--- src/rtl/ff_capture_fifo.sv ---
// ff_capture_fifo: first-word-fall-through capture FIFO that sits behind a
// registered valid/data stage with no backpressure. Words that arrive while
// the FIFO is full (and not being popped) are dropped and counted.
module ff_capture_fifo #(
  parameter int SIZE  = 32,
  parameter int DEPTH = 8
) (
  input  logic                       clk,
  input  logic                       reset,
  input  logic                       valid_i,
  input  logic [SIZE-1:0]            data_i,
  input  logic                       rd_ready,
  input  logic                       clr_ovf,
  output logic                       rd_valid,
  output logic [SIZE-1:0]            rd_data,
  output logic [$clog2(DEPTH):0]     count,
  output logic                       full,
  output logic                       empty,
  output logic                       overflow,
  output logic [15:0]                drop_cnt
);

  localparam int AW = $clog2(DEPTH);
  localparam int PW = AW + 1;

  logic [SIZE-1:0] mem [DEPTH];
  logic [PW-1:0]   wptr;
  logic [PW-1:0]   rptr;
  logic            pop;
  logic            push;
  logic            drop;

  // Drop counter sticks at all-ones rather than wrapping back to zero.
  function automatic logic [15:0] sat_inc16(input logic [15:0] c);
    return (c == 16'hFFFF) ? c : c + 16'd1;
  endfunction

  // Status is derived purely from the registered pointers; the extra MSB
  // distinguishes full from empty when the address bits match.
  assign empty    = (wptr == rptr);
  assign full     = (wptr[AW-1:0] == rptr[AW-1:0]) && (wptr[AW] != rptr[AW]);
  assign count    = wptr - rptr;
  assign rd_valid = ~empty;
  assign rd_data  = mem[rptr[AW-1:0]];

  // A full FIFO still accepts a word when the head leaves in the same cycle;
  // this is the only combinational path (rd_ready -> push).
  assign pop  = rd_valid & rd_ready;
  assign push = valid_i & (~full | pop);
  assign drop = valid_i & full & ~pop;

  // Storage array: written on push, never reset.
  always_ff @(posedge clk) begin
    if (push) begin
      mem[wptr[AW-1:0]] <= data_i;
    end
  end

  // Read and write pointers advance on pop and push respectively.
  always_ff @(posedge clk or negedge reset) begin
    if (!reset) begin
      wptr <= '0;
      rptr <= '0;
    end else begin
      if (push) wptr <= wptr + 1'b1;
      if (pop)  rptr <= rptr + 1'b1;
    end
  end

  // Overflow bookkeeping: a drop in the same cycle as a clear wins and
  // restarts the count at one.
  always_ff @(posedge clk or negedge reset) begin
    if (!reset) begin
      overflow <= 1'b0;
      drop_cnt <= 16'd0;
    end else if (drop) begin
      overflow <= 1'b1;
      drop_cnt <= clr_ovf ? 16'd1 : sat_inc16(drop_cnt);
    end else if (clr_ovf) begin
      overflow <= 1'b0;
      drop_cnt <= 16'd0;
    end
  end

endmodule

--- config.mk ---
export PLATFORM = sky130hd
export DESIGN_NAME = ff_capture_fifo
export DESIGN_NICKNAME = d
export VERILOG_FILES = /design/src/rtl/ff_capture_fifo.sv
export SDC_FILE = /design/constraint.sdc
export NUM_CORES = 1
export LEC_CHECK = 0
export ABC_AREA = 1
export BUFFER_PORTS_ARGS = -buffer_cell sky130_fd_sc_hd__buf_2
export CORE_ASPECT_RATIO = 0.8
export CORE_UTILIZATION = 54
export CTS_CLUSTER_DIAMETER = 100
export CTS_CLUSTER_SIZE = 12
export DETAILED_ROUTE_END_ITERATION = 8
export PLACE_DENSITY = 0.85
export SETUP_SLACK_MARGIN = 0.05
export SKIP_LAST_GASP = 1
export SYNTH_ARGS = -nofsm -noshare
export SYNTH_HDL_FRONTEND = slang
export SYNTH_SLANG_ARGS = --single-unit
--- constraint.sdc ---
create_clock -name clk -period 5.7 [get_ports clk]
set_input_delay 1.14 -clock clk [delete_from_list [all_inputs] [get_ports clk]]
set_output_delay 1.14 -clock clk [all_outputs]
set_load 0.05 [all_outputs]
==> results of run 1 <==
worst max-delay path, cell delays in order, from the launching register on:
cell and delay (ps):
dfrtp_4 910, buf_4 640, o21ai_0 180, o21ai_0 190
a21oi_1 50, a31oi_1 320, buf_2 340
power breakdown:
part / internal, mW / switching [mW]
logic: 0.683 / 2.32
registers: 2.56 / 0.152
clock network: 0.889 / 0.703
total: 4.13 / 3.18
worst paths after layout:
kind,startpoint,to,depth (start not counted)
max,rptr[0],rd_data[27],6
min,wptr[3],wptr[3],1
min reg2reg,wptr[3],wptr[3],1
max in group asynchronous,reset,rptr[0],1
min in group asynchronous,reset,drop_cnt[1],1
max reg2reg,rptr[0],mem[3][31],8
synthesized netlist by cell type, types with 2 or more instances:
library cell / number
nor3_1: 3
buf_6: 2
inv_1: 25
buf_2: 18
inv_2: 3
a31oi_1: 32
o21ai_1: 14
or2_2: 3
nor2_4: 4
buf_4: 7
edfxtp_1: 256
o21ai_2: 3
dfrtp_1: 25
a21oi_1: 40
nand3_1: 18
nand2_1: 157
nor2_1: 184
clkbuf_1: 24
o21ai_0: 129
nand4_1: 4
xor2_1: 8
nand2_2: 6
ha_1: 6
registers in the layout, indices dropped and copies added, names as in the netlist:
signal and flops:
drop_cnt 16, overflow 1, mem 256, rptr 4, wptr 4
stage by stage:
step           instance area, sq um  setup slack (ps)  total power, mW  std cells
2_1_floorplan                 11590              1292            4.990        982
3_3_place_gp                  12280              2019            5.675       1303
3_5_place_dp                  12280              1994            5.745       1303
4_1_cts                       13040              1445            7.329       1352
5_1_grt                       13050              1247            7.659       1354
6_report                      13050              1407            7.311       1355
layout make-up:
| type | count | area (sq um) | area share, % |
|---|---|---|---|
| Antenna cell | 3 | 7.507 | 0.05754 |
| Timing Repair Buffer | 103 | 543.0 | 4.162 |
| Tap cell | 269 | 336.6 | 2.580 |
| Clock buffer | 48 | 754.5 | 5.783 |
| Clock inverter | 1 | 8.758 | 0.06713 |
| Sequential cell | 281 | 8318 | 63.75 |
| Inverter | 29 | 110.1 | 0.8439 |
| Multi-Input combinational cell | 621 | 2969 | 22.76 |
routing by layer:
metal	up-vias	GRT usage [%]	part of all wire [%]
li1	3621	-	-
met3	52	2.961	7.5
met2	337	36.58	47
met4	0	7.580	2.8
met5	-	0	0
met1	3704	31.10	42
kinds of logic after synthesis:
logic type | count (synthesis)
AND/OR/NAND/NOR | 385
flip-flops | 281
AO/OA/AOI/OAI | 220
buffers and inverters | 80
XOR/XNOR | 9
adder cells (fa/ha/maj) | 7
==> metrics.yaml, run 1 <==
status:
  status: "finished, violations left"
  violations: "DRC"
floorplanning:
  start_util_pct: 55.51
  die_x_um: 165.8
  die_h_um: 133.0
  die_area_sq_mm: 0.02205
  core_area_sq_mm: 0.02088
  rows: 47
  num_io_pins: 93
synth:
  yosys.area.top_type: "edfxtp_1"
  ys_types: 34
  synth_top_area_share_pct: 66.34
  synth-edff-count: 256
  synth_area_sq_mm: 0.01159
  yosys.area_share.simple_pct: 13.64
  synthAdderAreaFrac_pct: 0.8206
  ys_seq_elements: 281
  syn_nets: 1026
  async_flop_share_pct: 8.897
  yosysSeqAreaShare_pct: 71.73
  synth_xor_xnor_area_share_pct: 0.6802
  syn_area_per_cell_sq_um: 11.80
  synth_cells: 982
  synthMuxAreaShare_pct: 0
  synth_top_family_by_area: "simple AND/OR/NAND/NOR gates"
  synth_warnings: 0
  synthTopCellsByArea: "edfxtp_1 66%, nor2_1 6.0%, o21ai_0 5.6%"
  synthFlopType: "edfxtp_1"
  synth_compound_area_share_pct: 9.987
flow_run:
  maxCapViolCount: 0
finish:
  syn_to_final_growth_pct: 12.59
  drive_gt1_share_pct: 15.33
  nets: 1107
  fillers: 1514
  final_cell_mix: "256 x edfxtp_1, 177 x nor2_1, 157 x nand2_1"
  final_core_util_pct: 62.50
  final_common_cell: "edfxtp_1"
global_routing:
  grt_pass1_wl_um: 38270
  grt_pass1_vias: 7218
  grt_max_degree: 74
  overflow: 0
  track_usage_pct: 22.29
  antenna_found_initial: 3
detailed_routing:
  first_pass_iters: 8
  routed_wl_um: 24240
  ant_nets: 0
  vias_per_cell: 5.693
  vias: 7714
  drtIter0Drc: 883
  wl_per_cell_um: 17.89
  drc: 4
critical_path:
  endpoint_kind: "output port"
  cp.arrival_ps: 3150
  critPathMaxFanout: 73
  critPathKind: "flop to output port"
  start_kind: "flop"
  required_ps: 4560
  rrSetupSlack_ps: 2190
place:
  gp_congestion: 0.9285
  dp_hpwl_um: 13370
  io_buffers: 92
sta:
  fmax_mhz: 233.0
  finalCritPeriodShare_pct: 75.31
  setup_viol: 0
  rsz0062_at_grt: "false"
  whs_ps: 497.8
  hold_viol: 0
  worst_slew_pin_slew_ps: 1207
  fin_skew_ps: 9.264
  slew-limit-headroom_pct: 19.34
  fin_setup_tns_ps: 0
  post-route-min-period_ps: 4293
  slew_violations: 0
pwr:
  p_leak_nw: 4.740
  powerDensity_mw_per_mm2: 560.3
  irDropWorstVdd_v: 0.0003638
hold_path:
  hold_path_class: "flop to flop"
clock_network:
  cts_setup_buffers: 0
  clock-sinks: 281
  cts_buffers: 27
  h-tree-depth: 1
  cts_tree: "built"
  cts_buffer_depth: 3
  cts_hold_buf: 0
  clkLatencyLatePin_ps: 520
  cts_resized: 0
  cts.clk_slew.worst_paths_ps: 60
  clock-root-buffer: "clkbuf_16"
No activity file was read; power rests on OpenSTA's default activity.
==> run 2: changes to the inputs <==
- ABC_AREA: 1 -> 0
- clock period: 5.7 -> 4.02 ns (I/O delays scaled with it)
==> metrics.yaml, run 2 <==
synth:
  synth_compound_area_share_pct: 1.468  # was 9.987%
  synthTopCellsByArea: "edfxtp_1 69%, mux4_2 13%, dfrtp_1 5.6%"  # was edfxtp_1 66%, nor2_1 6.0%, o21ai_0 5.6%
  syn_area_per_cell_sq_um: 18.36  # was 11.80 sq um
  synth_warnings: 0  # unchanged
  async_flop_share_pct: 8.897  # unchanged
  yosysSeqAreaShare_pct: 74.47  # was 71.73%
  synth_xor_xnor_area_share_pct: 0.7061  # was 0.6802%
  synth_top_area_share_pct: 68.86  # was 66.34%
  synthAdderAreaFrac_pct: 0.8518  # was 0.8206%
  synth_cells: 608  # was 982
  synth_top_family_by_area: "multiplexers"  # was simple AND/OR/NAND/NOR gates
  yosysMostFrequentCell: "edfxtp_1"  # unchanged
  synth_area_sq_mm: 0.01116  # was 0.01159 sq mm
  synth-edff-count: 256  # unchanged
  yosys.area_share.simple_pct: 7.420  # was 13.64%
  ys_types: 43  # was 34
  yosys.area.top_type: "edfxtp_1"  # unchanged
  ys_seq_elements: 281  # unchanged
  synthMuxAreaShare_pct: 13.62  # was 0%
  syn_nets: 652  # was 1026
  synthFlopType: "edfxtp_1"  # unchanged
  synthTopCellsByCount: "256 x edfxtp_1, 104 x nand2_1, 64 x mux4_2"  # was 256 x edfxtp_1, 184 x nor2_1, 157 x nand2_1
critical_path:
  crit_path_top_delay_cell: "mux4_2"  # was dfrtp_4
  cp.arrival_ps: 2620  # was 3150 ps
  critPathTopFamily: "buffers and inverters"  # unchanged
  start_kind: "flop"  # unchanged
  required_ps: 3220  # was 4560 ps
  slowest_delay_ps: 590  # was 910 ps
  crit_top_cell: "nand2_1"  # was o21ai_0
  endpoint_kind: "output port"  # unchanged
  path_buf_inv: 2  # unchanged
  critPathMaxFanout: 29  # was 73
  critPathKind: "flop to output port"  # unchanged
  crit_chain: "buf_4 > mux4_2 > nand2_1 > nand2_1 > buf_2"  # was buf_4 > o21ai_0 > o21ai_0 > a21oi_1 > a31oi_1 > buf_2
global_routing:
  antenna_found_initial: 3  # unchanged
  overflow: 0  # unchanged
  track_usage_pct: 22.16  # was 22.29%
  grt_pass1_wl_um: 34940  # was 38270 um
  grt_max_degree: 69  # was 74
  grt_pass1_vias: 6192  # was 7218
floorplanning:
  die_h_um: 130.6  # was 133.0 um
  die_area_sq_mm: 0.02126  # was 0.02205 sq mm
  num_io_pins: 93  # unchanged
  die_x_um: 162.8  # was 165.8 um
  start_util_pct: 55.73  # was 55.51%
  core_area_sq_mm: 0.02003  # was 0.02088 sq mm
  rows: 46  # was 47
sta:
  fin_setup_tns_ps: 0  # unchanged
  post-route-min-period_ps: 3428
  finalCritPeriodShare_pct: 85.28
  setup_viol: 0  # unchanged
  fin_ws_ps: 591.9  # was 1407 ps
  worst_slew_pin_slew_ps: 967.5  # was 1207 ps
  rsz0062_at_grt: "false"  # unchanged
  hold_viol: 0  # unchanged
  fmax_mhz: 291.7
  slew_violations: 0  # unchanged
  fin_skew_ps: 8.036  # was 9.264 ps
  slew-limit-headroom_pct: 35.50  # was 19.34%
place:
  post-place-ws_ps: 1095  # was 1994 ps
  gp_congestion: 0.8110  # was 0.9285
  dpl.cell_count: 954  # was 1303
  dp_hpwl_um: 13140  # was 13370 um
  io_buffers: 92  # unchanged
clock_network:
  cts.clk_slew.worst_paths_ps: 60  # about the same
  clock-root-buffer: "clkbuf_16"  # unchanged
  h-tree-depth: 1  # unchanged
  clkLatencyLatePin_ps: 520  # about the same
  clock-sinks: 281  # unchanged
  cts_resized: 0  # unchanged
  cts_setup_buffers: 0  # unchanged
  cts_buffer_depth: 3  # unchanged
  cts_tree: "built"  # unchanged
  cts_hold_buf: 0  # unchanged
  cts_buffers: 27  # unchanged
finish:
  final_cell_mix: "256 x edfxtp_1, 104 x nand2_1, 92 x buf_2"  # was 256 x edfxtp_1, 177 x nor2_1, 157 x nand2_1
  nets: 763  # was 1107
  drive_gt1_share_pct: 30.18  # was 15.33%
  final_common_cell: "edfxtp_1"  # unchanged
  syn_to_final_growth_pct: 15.16  # was 12.59%
  largest_reg_flops: 256  # unchanged
  fin_cells: 1006  # was 1355
detailed_routing:
  drtIter0Drc: 477  # was 883
  wl_per_cell_um: 22.55  # was 17.89 um
  vias: 5955  # was 7714
  routed_wl_um: 22690  # was 24240 um
  ant_nets: 0  # unchanged
  vias_per_cell: 5.919  # was 5.693
  drc: 0  # was 4
  first_pass_iters: 4  # was 8
pwr:
  p_total_mw: 10.06  # was 7.311 mW
  powerDensity_mw_per_mm2: 782.2  # was 560.3 mW/mm^2
  power_frac_comb_pct: 39.6  # was 41.1%
  clock_power_share_pct: 22.5  # was 21.8%
  irDropWorstVdd_v: 0.0005688  # was 0.0003638 V
  switching_share_pct: 38.77  # was 43.48%
  p_leak_nw: 4.547  # was 4.740 nW
  internal-power_mw: 6.158  # was 4.132 mW
  seqPwrFrac_pct: 38.0  # was 37.1%
  p_sw_mw: 3.898  # was 3.178 mW
hold_path:
  hold_path_class: "primary input to async pin"  # was flop to flop
flow_run:
  maxCapViolCount: 0  # unchanged
status:
  status: "finished clean"  # was finished, violations left
[run 2: per-stage QoR]
stage | area [sq um] | hold WS, ps | utilization, %
finish | 12860 | 283.3 | 64.19
global route | 12850 | 307.9 | 64.16
CTS | 12850 | 277.4 | 64.15
detailed placement | 12090 | 526.8 | 60.34
global placement | 12090 | 511.7 | 60.34
floorplan | 11170 | 497.4 | -
[run 2: final timing paths]
kind | startpoint | to | slack, ps | cells after the start
hold / removal | reset | drop_cnt[12] | 280 | 1
max in group asynchronous | reset | rptr[0] | 3290 | 1
min in group clk | wptr[3] | wptr[3] | 530 | 1
setup / recovery | rptr[0] | rd_data[25] | 590 | 5
setup reg to reg | rptr[0] | mem[0][14] | 1140 | 6
hold reg to reg | wptr[3] | wptr[3] | 530 | 1
[run 2: power groups by stage]
stage | registers (mW) | logic (mW) | clock network (mW)
floorplan | 3.82 | 3.03 | 0
global placement | 3.84 | 3.93 | 0
detailed placement | 3.88 | 4.00 | 0
CTS | 3.83 | 4.03 | 2.31
global route | 3.86 | 4.21 | 2.41
finish | 3.82 | 3.98 | 2.26
[run 2: cell families after synthesis]
| kind of cell | after synthesis |
|---|---|
| DFF | 281 |
| xor gates and xnor gates | 9 |
| and+or+nand+nor | 175 |
| muxes | 71 |
| buffers and inverters | 39 |
| AOI/OAI and AO/OA | 26 |
| adders and majority gates | 7 |
[run 2: routing by layer]
layer	part of all wire [%]	routed length, um	global-route usage [%]
met2	51	11550	38.87
met1	40	9032	28.86
met3	7.0	1596	4.167
met5	0	0	0
met4	2.3	512	5.827
[run 2: cell type report]
| type | instances | area (sq um) |
|---|---|---|
| Antenna cell | 3 | 7.507 |
| Clock buffer | 48 | 754.5 |
| Clock inverter | 1 | 8.758 |
| Fill cell | 1374 | 7173 |
| Inverter | 12 | 45.04 |
| Multi-Input combinational cell | 288 | 2754 |
| Sequential cell | 281 | 8318 |
| Tap cell | 264 | 330.3 |
| Timing Repair Buffer | 109 | 638.1 |
